[config.mk]
export PLATFORM = sky130hd
export DESIGN_NAME = court_display_ctrl
export DESIGN_NICKNAME = d
export VERILOG_FILES = /design/src/rtl/court_display_ctrl.sv
export SDC_FILE = /design/constraint.sdc
export NUM_CORES = 1
export LEC_CHECK = 0
export BUFFER_PORTS_ARGS = -buffer_cell sky130_fd_sc_hd__buf_4
export CORE_ASPECT_RATIO = 0.8
export CORE_MARGIN = 2
export CORE_UTILIZATION = 60
export DETAILED_ROUTE_END_ITERATION = 6
export GPL_TIMING_DRIVEN = 1
export HOLD_SLACK_MARGIN = 0.08
export PLACE_DENSITY = 0.85
export SLEW_MARGIN = 25
export SYNTH_ARGS = -nofsm -noshare
export SYNTH_HDL_FRONTEND = slang
export SYNTH_SLANG_ARGS = --single-unit
[constraint.sdc]
create_clock -name clk -period 4.85 [get_ports clk]
set_clock_uncertainty 0.1 [all_clocks]
set_input_delay 0.2425 -clock clk [delete_from_list [all_inputs] [get_ports clk]]
set_output_delay 0.2425 -clock clk [all_outputs]
set_load 0.02 [all_outputs]
[src/rtl/court_display_ctrl.sv]
// Court renderer display sequencer: VGA scan timing plus frame-aligned court-mode commits.
// All outputs registered, decoded from next-state x/y so they line up with x_o/y_o.
module court_display_ctrl #(
    parameter int H_ACTIVE     = 640,
    parameter int H_FP         = 16,
    parameter int H_SYNC       = 96,
    parameter int H_BP         = 48,
    parameter int V_ACTIVE     = 480,
    parameter int V_FP         = 10,
    parameter int V_SYNC       = 2,
    parameter int V_BP         = 33,
    parameter int BLANK_FRAMES = 2
) (
    input  logic        clk,
    input  logic        rst,
    input  logic        pix_ce_i,
    input  logic        mode_req_i,
    input  logic [1:0]  mode_sel_i,
    output logic        mode_ack_o,
    output logic        mode_err_o,
    output logic [1:0]  mode_o,
    output logic [10:0] x_o,
    output logic [10:0] y_o,
    output logic        enable_o,
    output logic        hsync_o,
    output logic        vsync_o,
    output logic        frame_start_o,
    output logic        busy_o
);
    localparam int H_TOTAL = H_ACTIVE + H_FP + H_SYNC + H_BP;
    localparam int V_TOTAL = V_ACTIVE + V_FP + V_SYNC + V_BP;

    localparam logic [10:0] H_LAST   = 11'(H_TOTAL - 1);
    localparam logic [10:0] V_LAST   = 11'(V_TOTAL - 1);
    localparam logic [10:0] H_ACT    = 11'(H_ACTIVE);
    localparam logic [10:0] V_ACT    = 11'(V_ACTIVE);
    localparam logic [10:0] HS_START = 11'(H_ACTIVE + H_FP);
    localparam logic [10:0] HS_END   = 11'(H_ACTIVE + H_FP + H_SYNC);
    localparam logic [10:0] VS_START = 11'(V_ACTIVE + V_FP);
    localparam logic [10:0] VS_END   = 11'(V_ACTIVE + V_FP + V_SYNC);
    localparam logic [3:0]  BLANK_N  = 4'(BLANK_FRAMES);

    typedef enum logic [1:0] {
        RUN   = 2'd0,
        PEND  = 2'd1,
        BLANK = 2'd2
    } state_t;

    state_t      state_q, state_d;
    logic [10:0] x_q, x_d, y_q, y_d;
    logic [1:0]  mode_q, mode_d, pend_q, pend_d;
    logic [3:0]  blank_q, blank_d;
    logic        ack_q, ack_d, err_q, err_d;
    logic        en_q, en_d, hs_q, hs_d, vs_q, vs_d;
    logic        fs_q, fs_d, busy_q, busy_d;
    logic        frame_end;

    always_ff @(posedge clk or posedge rst) begin
        if (rst) begin
            state_q <= RUN;
            x_q     <= '0;
            y_q     <= '0;
            mode_q  <= '0;
            pend_q  <= '0;
            blank_q <= '0;
            ack_q   <= 1'b0;
            err_q   <= 1'b0;
            en_q    <= 1'b0;
            hs_q    <= 1'b1;
            vs_q    <= 1'b1;
            fs_q    <= 1'b0;
            busy_q  <= 1'b0;
        end else begin
            state_q <= state_d;
            x_q     <= x_d;
            y_q     <= y_d;
            mode_q  <= mode_d;
            pend_q  <= pend_d;
            blank_q <= blank_d;
            ack_q   <= ack_d;
            err_q   <= err_d;
            en_q    <= en_d;
            hs_q    <= hs_d;
            vs_q    <= vs_d;
            fs_q    <= fs_d;
            busy_q  <= busy_d;
        end
    end

    always_comb begin
        state_d   = state_q;
        x_d       = x_q;
        y_d       = y_q;
        mode_d    = mode_q;
        pend_d    = pend_q;
        blank_d   = blank_q;
        ack_d     = 1'b0;
        err_d     = 1'b0;
        frame_end = pix_ce_i && (x_q == H_LAST) && (y_q == V_LAST);

        if (pix_ce_i) begin
            if (x_q == H_LAST) begin
                x_d = '0;
                y_d = (y_q == V_LAST) ? 11'd0 : y_q + 11'd1;
            end else begin
                x_d = x_q + 11'd1;
            end
        end

        case (state_q)
            RUN: begin
                // The requester still holds mode_req while our ack is out; don't take it twice.
                if (mode_req_i && !ack_q) begin
                    ack_d = 1'b1;
                    if (mode_sel_i == 2'd3) begin
                        err_d = 1'b1;
                    end else begin
                        pend_d  = mode_sel_i;
                        state_d = PEND;
                    end
                end
            end
            PEND: begin
                if (frame_end) begin
                    mode_d  = pend_q;
                    blank_d = BLANK_N;
                    state_d = BLANK;
                end
            end
            BLANK: begin
                if (frame_end) begin
                    if (blank_q == 4'd1) begin
                        blank_d = '0;
                        state_d = RUN;
                    end else begin
                        blank_d = blank_q - 4'd1;
                    end
                end
            end
            default: state_d = RUN;
        endcase

        en_d   = (x_d < H_ACT) && (y_d < V_ACT) && (state_d != BLANK);
        hs_d   = !((x_d >= HS_START) && (x_d < HS_END));
        vs_d   = !((y_d >= VS_START) && (y_d < VS_END));
        fs_d   = frame_end;
        busy_d = (state_d != RUN);
    end

    assign mode_ack_o    = ack_q;
    assign mode_err_o    = err_q;
    assign mode_o        = mode_q;
    assign x_o           = x_q;
    assign y_o           = y_q;
    assign enable_o      = en_q;
    assign hsync_o       = hs_q;
    assign vsync_o       = vs_q;
    assign frame_start_o = fs_q;
    assign busy_o        = busy_q;

endmodule

==> impl_metrics.yaml, run 1 <==
timing:
  min_period_over_period: 0.512
  grt_setup_unrepaired: "no"
  finalWorstPathRequiredPeriod_ns: 2.48
  worst_hold_slack_ns: 0.124
  setup_total_negative_slack_ns: 0
  timing.final.max_slew_violations: 0
  highest_achievable_clock_rate_ghz: 0.403
  timing.final.setup_violations: 0
  hold_viol: 0
  slew_headroom: 0.579
  timing_worst_slew_pin_value_ns: 0.626
floorplanning:
  floorplan.initialDensity: 0.621
  die_w_um: 70.3
  row_count: 19
  placeableCoreArea_um2: 3400
  design.portCount: 37
  floorplan.die.height_um: 57.0
  die_area_um2: 4010
logic_synthesis:
  synth_area_um2: 2110
  post_synthesis_async_set_or_reset_flop_share: 1.00
  synthCells: 218
  synth_edf_count: 0
  synth.yosys.warnings: 0
  yosys_register_bits: 39
  synth_flop_cell: "dfrtp_1"
  number_of_distinct_library_cells_after_synthesis: 48
  ys_seq_area_frac: 0.464
  mappedNetlistNets: 233
  avgSynthCellArea_um2: 9.68
grt:
  grt_util_all_layers: 0.243
  pin_count_of_the_biggest_net_entering_global_routing: 40
  first_global_vias: 1713
  grt_pass1_wl_um: 7660
  globalRouteOverflowTotal: 0
  grt_antenna_before_repair: 0
critical_path:
  worstSetupPathType: "flip-flop to flip-flop"
  endpoint_kind: "flip-flop"
  critPathRequiredTime_ns: 4.92
  cp-start-kind: "flip-flop"
  critical_path_peak_fanout: 10
  crit_arrival_ns: 2.55
  timing.reg2reg.setup_slack_ns: 2.37
clock_network:
  cts-buffers-inserted: 5
  postCtsResizedCells: 0
  path_clk_slew_ns: 0.08
  post-cts-setup-buffer-count: 0
  clk_path_buf_depth: 2
  clock-sinks: 39
  tritoncts: "built"
  cts-htree-levels: 2
  cts_root_buf: "clkbuf_8"
  holdBufCountCts: 1
  clock_latency_ns: 0.29
drt:
  route.detailed.wl_per_inst_um: 14.7
  drtPass1Iterations: 4
  drt-vias-per-instance: 5.78
  antenna_left: 0
  drc: 0
  drt_iter0_drc: 105
  detail_route.wirelength_um: 4450
  num_vias: 1745
final_layout:
  share_of_layout_cells_above_drive_strength_1: 0.242
  final_net_count: 275
  layout_common_cells: "dfrtp_1 (37), buf_4 (37), nand2_1 (25), nor2_1 (24), inv_1 (17)"
  diodes: 0
  num-fill-cells: 262
  areaGrowthSynthToFinish_pct: 19.0
  layout.core_utilization: 0.739
place:
  globalplace.congestion: 0.815
  hpwl_um: 3230
  place.port_buffers: 36
run_status:
  status: "completed"
min_path:
  min-delay-path-class: "input pin to flip-flop"
pwr:
  peakVddDrop_mv: 0.307
  power-per-cell-area_nw_per_um2: 337
  power.static_leakage_nw: 1.21
run:
  max-cap-violations: 0
-- cell families after synthesis --
group / after synthesis / share of synthesized area
xor+xnor: 12 / 0.0498
buf+inv: 20 / 0.0427
mux: 4 / 0.0214
flops: 39 / 0.464
simple gates: 101 / 0.261
compound gates: 33 / 0.108
fa+ha+maj: 9 / 0.0534
-- through the flow --
stage               cells  setup WS (ns)  power, mW  instance area [um^2]
floorplan             218           2.43      0.549                  2110
global placement      294           2.49      0.619                  2410
detailed placement    294           2.39      0.629                  2410
CTS                   302           2.38      0.848                  2510
global route          302           2.20      0.900                  2510
finish                302           2.37      0.846                  2510
-- sequential cells by signal, indices dropped and copies added, names as in the netlist --
signal and count:
mode_ack_o 1, x_o 11, hsync_o 1, blank_q 4, mode_err_o 1, vsync_o 1, mode_o 2, pend_q 2
enable_o 1, frame_start_o 1, busy_o 1, state_q 2, y_o 11
-- final timing paths --
| path | from | end | cells after the start |
|---|---|---|---|
| setup reg to reg | x_o[5]$_DFF_PP0_ | blank_q[3]$_DFFE_PP0P_ | 6 |
| hold reg to reg | pend_q[1]$_DFFE_PP0P_ | pend_q[1]$_DFFE_PP0P_ | 2 |
| setup / recovery | x_o[5]$_DFF_PP0_ | blank_q[3]$_DFFE_PP0P_ | 6 |
| max in group asynchronous | rst | vsync_o$_DFF_PP1_ | 4 |
| min in group asynchronous | rst | pend_q[0]$_DFFE_PP0P_ | 4 |
| hold / removal | mode_sel_i[1] | pend_q[1]$_DFFE_PP0P_ | 3 |
-- cell usage after synthesis (all sizes together), types with 2 or more instances --
cell type,instances,area share
dfrtp,37,0.44
nand2,26,0.047
nor2,24,0.043
inv,17,0.030
nand3,10,0.024
o21ai,10,0.024
ha,9,0.053
nand4,8,0.024
nor4,6,0.025
xnor2,6,0.025
xor2,6,0.025
a21oi,5,0.012
mux2,4,0.021
nand2b,4,0.012
o31ai,4,0.017
or4,4,0.018
and3,3,0.0089
nor3,3,0.0071
o22ai,3,0.012
a31oi,2,0.0059
buf,2,0.011
dfstp,2,0.025
nor2b,2,0.0059
o31a,2,0.0083
or2,2,0.0059
-- layer usage --
metal	GRT usage	routed length [um]	vias to the layer above
li1	-	-	844
met1	0.328	2120	848
met2	0.394	2060	46
met3	0.0512	216	7
met4	0.0879	58	0
met5	0	0	-
-- cell type report --
type | count | area (um^2) | share of cell area
multi-input combinational | 159 | 1040 | 0.415
tap | 42 | 52.6 | 0.0209
sequential | 39 | 978 | 0.390
inverter | 17 | 63.8 | 0.0254
timing repair buffer | 38 | 288 | 0.115
clock inverter | 1 | 5.00 | 0.00199
clock buffer | 6 | 82.6 | 0.0329
-- power by group --
part / internal [mW] / switching, mW
combinational: 0.0899 / 0.126
sequential: 0.364 / 0.0451
clock: 0.112 / 0.109
total: 0.565 / 0.280
-- worst max-delay path: stages, from the launching register on --
cell and delay (ns):
dfrtp_1 0.45, or4_4 0.59, or4_4 0.52, o22ai_2 0.22
nand2_1 0.18, o21ai_0 0.19, o21ai_0 0.11
Note: power is estimated with default switching activity, not from simulation.
==> run 2, diff against run 1 <==
--- a/config.mk
+++ b/config.mk
@@ -8,11 +8,11 @@
 export BUFFER_PORTS_ARGS = -buffer_cell sky130_fd_sc_hd__buf_4
 export CORE_ASPECT_RATIO = 0.8
 export CORE_MARGIN = 2
-export CORE_UTILIZATION = 60
+export CORE_UTILIZATION = 50
 export DETAILED_ROUTE_END_ITERATION = 6
 export GPL_TIMING_DRIVEN = 1
 export HOLD_SLACK_MARGIN = 0.08
-export PLACE_DENSITY = 0.85
+export PLACE_DENSITY = 0.75
 export SLEW_MARGIN = 25
 export SYNTH_ARGS = -nofsm -noshare
 export SYNTH_HDL_FRONTEND = slang
==> constraint.sdc (replaced) <==
create_clock -name clk -period 2 [get_ports clk]
set_clock_uncertainty 0.1 [all_clocks]
set_input_delay 0.1 -clock clk [delete_from_list [all_inputs] [get_ports clk]]
set_output_delay 0.1 -clock clk [all_outputs]
set_load 0.02 [all_outputs]
==> impl_metrics.yaml, run 2 (same netlist as run 1, synthesis figures left out) <==
final_layout:
  share_of_layout_cells_above_drive_strength_1: 0.423
  final_net_count: 333
  layout_common_cells: "buf_4 (87), dfrtp_1 (35), nand2_1 (24), nor2_1 (21), inv_1 (16)"
  post_layout_nonfiller_instances: 376
  layout.core_utilization: 0.752
  final_common_cell: "buf_4"
  num-fill-cells: 306
  diodes: 0
  final_design_area_no_fill_um2: 3100
  areaGrowthSynthToFinish_pct: 47.0
drt:
  num_vias: 2017
  antenna_left: 0
  drtPass1Iterations: 4
  detail_route.wirelength_um: 5730
  route.detailed.wl_per_inst_um: 15.2
  drt-vias-per-instance: 5.36
  drt_iter0_drc: 158
  drc: 0
clock_network:
  cts-buffers-inserted: 5
  path_clk_slew_ns: 0.08
  cts-htree-levels: 2
  clock-sinks: 39
  cts_root_buf: "clkbuf_8"
  tritoncts: "built"
  clock_latency_ns: 0.30
  clk_path_buf_depth: 2
floorplanning:
  die_w_um: 76.6
  floorplan.initialDensity: 0.511
  die_area_um2: 4760
  placeableCoreArea_um2: 4130
  design.portCount: 37
  floorplan.die.height_um: 62.1
  row_count: 21
pwr:
  peakVddDrop_mv: 0.645
  p_total_mw: 2.39
  power.static_leakage_nw: 1.51
  power-per-cell-area_nw_per_um2: 769
timing:
  hold_viol: 0
  finalWorstPathRequiredPeriod_ns: 2.32
  highest_achievable_clock_rate_ghz: 0.430
  slew_headroom: 0.676
  min_period_over_period: 1.16
  worst_hold_slack_ns: 0.162
  grt_setup_unrepaired: "yes"
  layout_setup_ws_ns: -0.324
  timing.final.max_slew_violations: 0
  timing_worst_slew_pin_value_ns: 0.486
  timing.final.setup_violations: 21
grt:
  globalRouteOverflowTotal: 0
  pin_count_of_the_biggest_net_entering_global_routing: 40
  grt_util_all_layers: 0.245
  grt_pass1_wl_um: 8870
  first_global_vias: 1899
  grt_antenna_before_repair: 0
critical_path:
  worstSetupPathType: "flip-flop to flip-flop"
  timing.critical_path.cells: "or4_4 -> or4_4 -> a22oi_2 -> o31ai_2 -> nand2b_1 -> nand4bb_1"
  crit_top_cell: "or4_4"
  cp-start-kind: "flip-flop"
  crit_arrival_ns: 2.44
  crit_buf_inv: 0
  critical_path.slowest_cell: "or4_4"
  critPathRequiredTime_ns: 2.11
  critical_path_peak_fanout: 5
  critical_path.top_delay_family: "simple AND/OR/NAND/NOR gates"
  critical_path.max_stage_delay_ns: 0.56
  endpoint_kind: "flip-flop"
place:
  globalplace.congestion: 0.860
  placed_cells: 356
  place.port_buffers: 36
  dpl_cell_area_um2: 2800
  hpwl_um: 3830
run_status:
  failed_checks: "setup timing"
  status: "finished with violations"
min_path:
  min-delay-path-class: "input pin to flip-flop"
run:
  max-cap-violations: 0
[run 2: cell types whose count changed in the layout (fill, tap and decap cells not counted), moves of 2 or more]
cell / previous run / this run
nand3_1: 10 / 8
buf_4: 37 / 87
nor4_2: 0 / 2
dfrtp_1: 37 / 35
xor2_2: 0 / 2
nor4_1: 5 / 3
nor2_2: 0 / 2
nor2_1: 24 / 21
dlygate4sd3_1: 1 / 5
dfrtp_2: 0 / 2
xor2_1: 6 / 4
buf_6: 0 / 3
o21ai_0: 10 / 3
o21ai_1: 0 / 6
[run 2: power breakdown]
group,switching (mW),leakage (nW),internal (mW)
sequential,0.0572,0.491,0.883
combinational,0.459,0.969,0.392
clock,0.280,0.0515,0.315
total,0.796,1.51,1.59
[run 2: area by class of cell]
type | count | area, um^2 | area share
inverters | 17 | 63.8 | 0.0206
clock buffers | 8 | 100 | 0.0323
multi-input cells | 160 | 1150 | 0.370
well taps | 57 | 71.3 | 0.0230
repair buffers | 95 | 737 | 0.238
flip-flops and latches | 39 | 981 | 0.316
[run 2: tightest hold or removal path, cell delays in order]
cell	delay [ns]
buf_4	0.11
nor2b_1	0.13
nand2_1	0.12
nor2_1	0.07
[run 2: layer usage]
| metal | GRT usage | share of wire | routed length [um] |
|---|---|---|---|
| met5 | 0 | 0 | 0 |
| met4 | 0.0831 | 0.013 | 76 |
| met3 | 0.0621 | 0.045 | 260 |
| met2 | 0.407 | 0.49 | 2800 |
| met1 | 0.323 | 0.45 | 2600 |
[run 2: path summary, 6_finish.rpt]
check / startpoint / end / slack, ns / cells past startpoint
max: x_o[6]$_DFF_PP0_ / vsync_o$_DFF_PP1_ / -0.32 / 6
min: mode_req_i / mode_err_o$_DFF_PP0_ / 0.16 / 4
max reg2reg: x_o[6]$_DFF_PP0_ / vsync_o$_DFF_PP1_ / -0.32 / 6
min reg2reg: mode_o[1]$_DFFE_PP0P_ / mode_o[1]$_DFFE_PP0P_ / 0.43 / 1
max in group asynchronous: rst / vsync_o$_DFF_PP1_ / 1.06 / 4
min in group asynchronous: rst / pend_q[0]$_DFFE_PP0P_ / 0.38 / 4
[run 2: repair_timing]
item | in CTS | in global routing
endpoints found under the setup margin | 19 | 25
hold endpoints to repair | 43 | 0
pin swaps | 4 | 6
setup buffers | 5 | 1
cloned | 1 | 0
resized for setup | 17 | 13
hold buffers | 5 | 0
[run 2: through the flow]
step	TNS (ns)	setup WS, ns
after detailed placement	-2.33	-0.303
after global placement	-1.63	-0.234
final	-2.95	-0.324
after floorplan	-2.56	-0.350
after global routing	-4.44	-0.373
after CTS	-2.35	-0.280
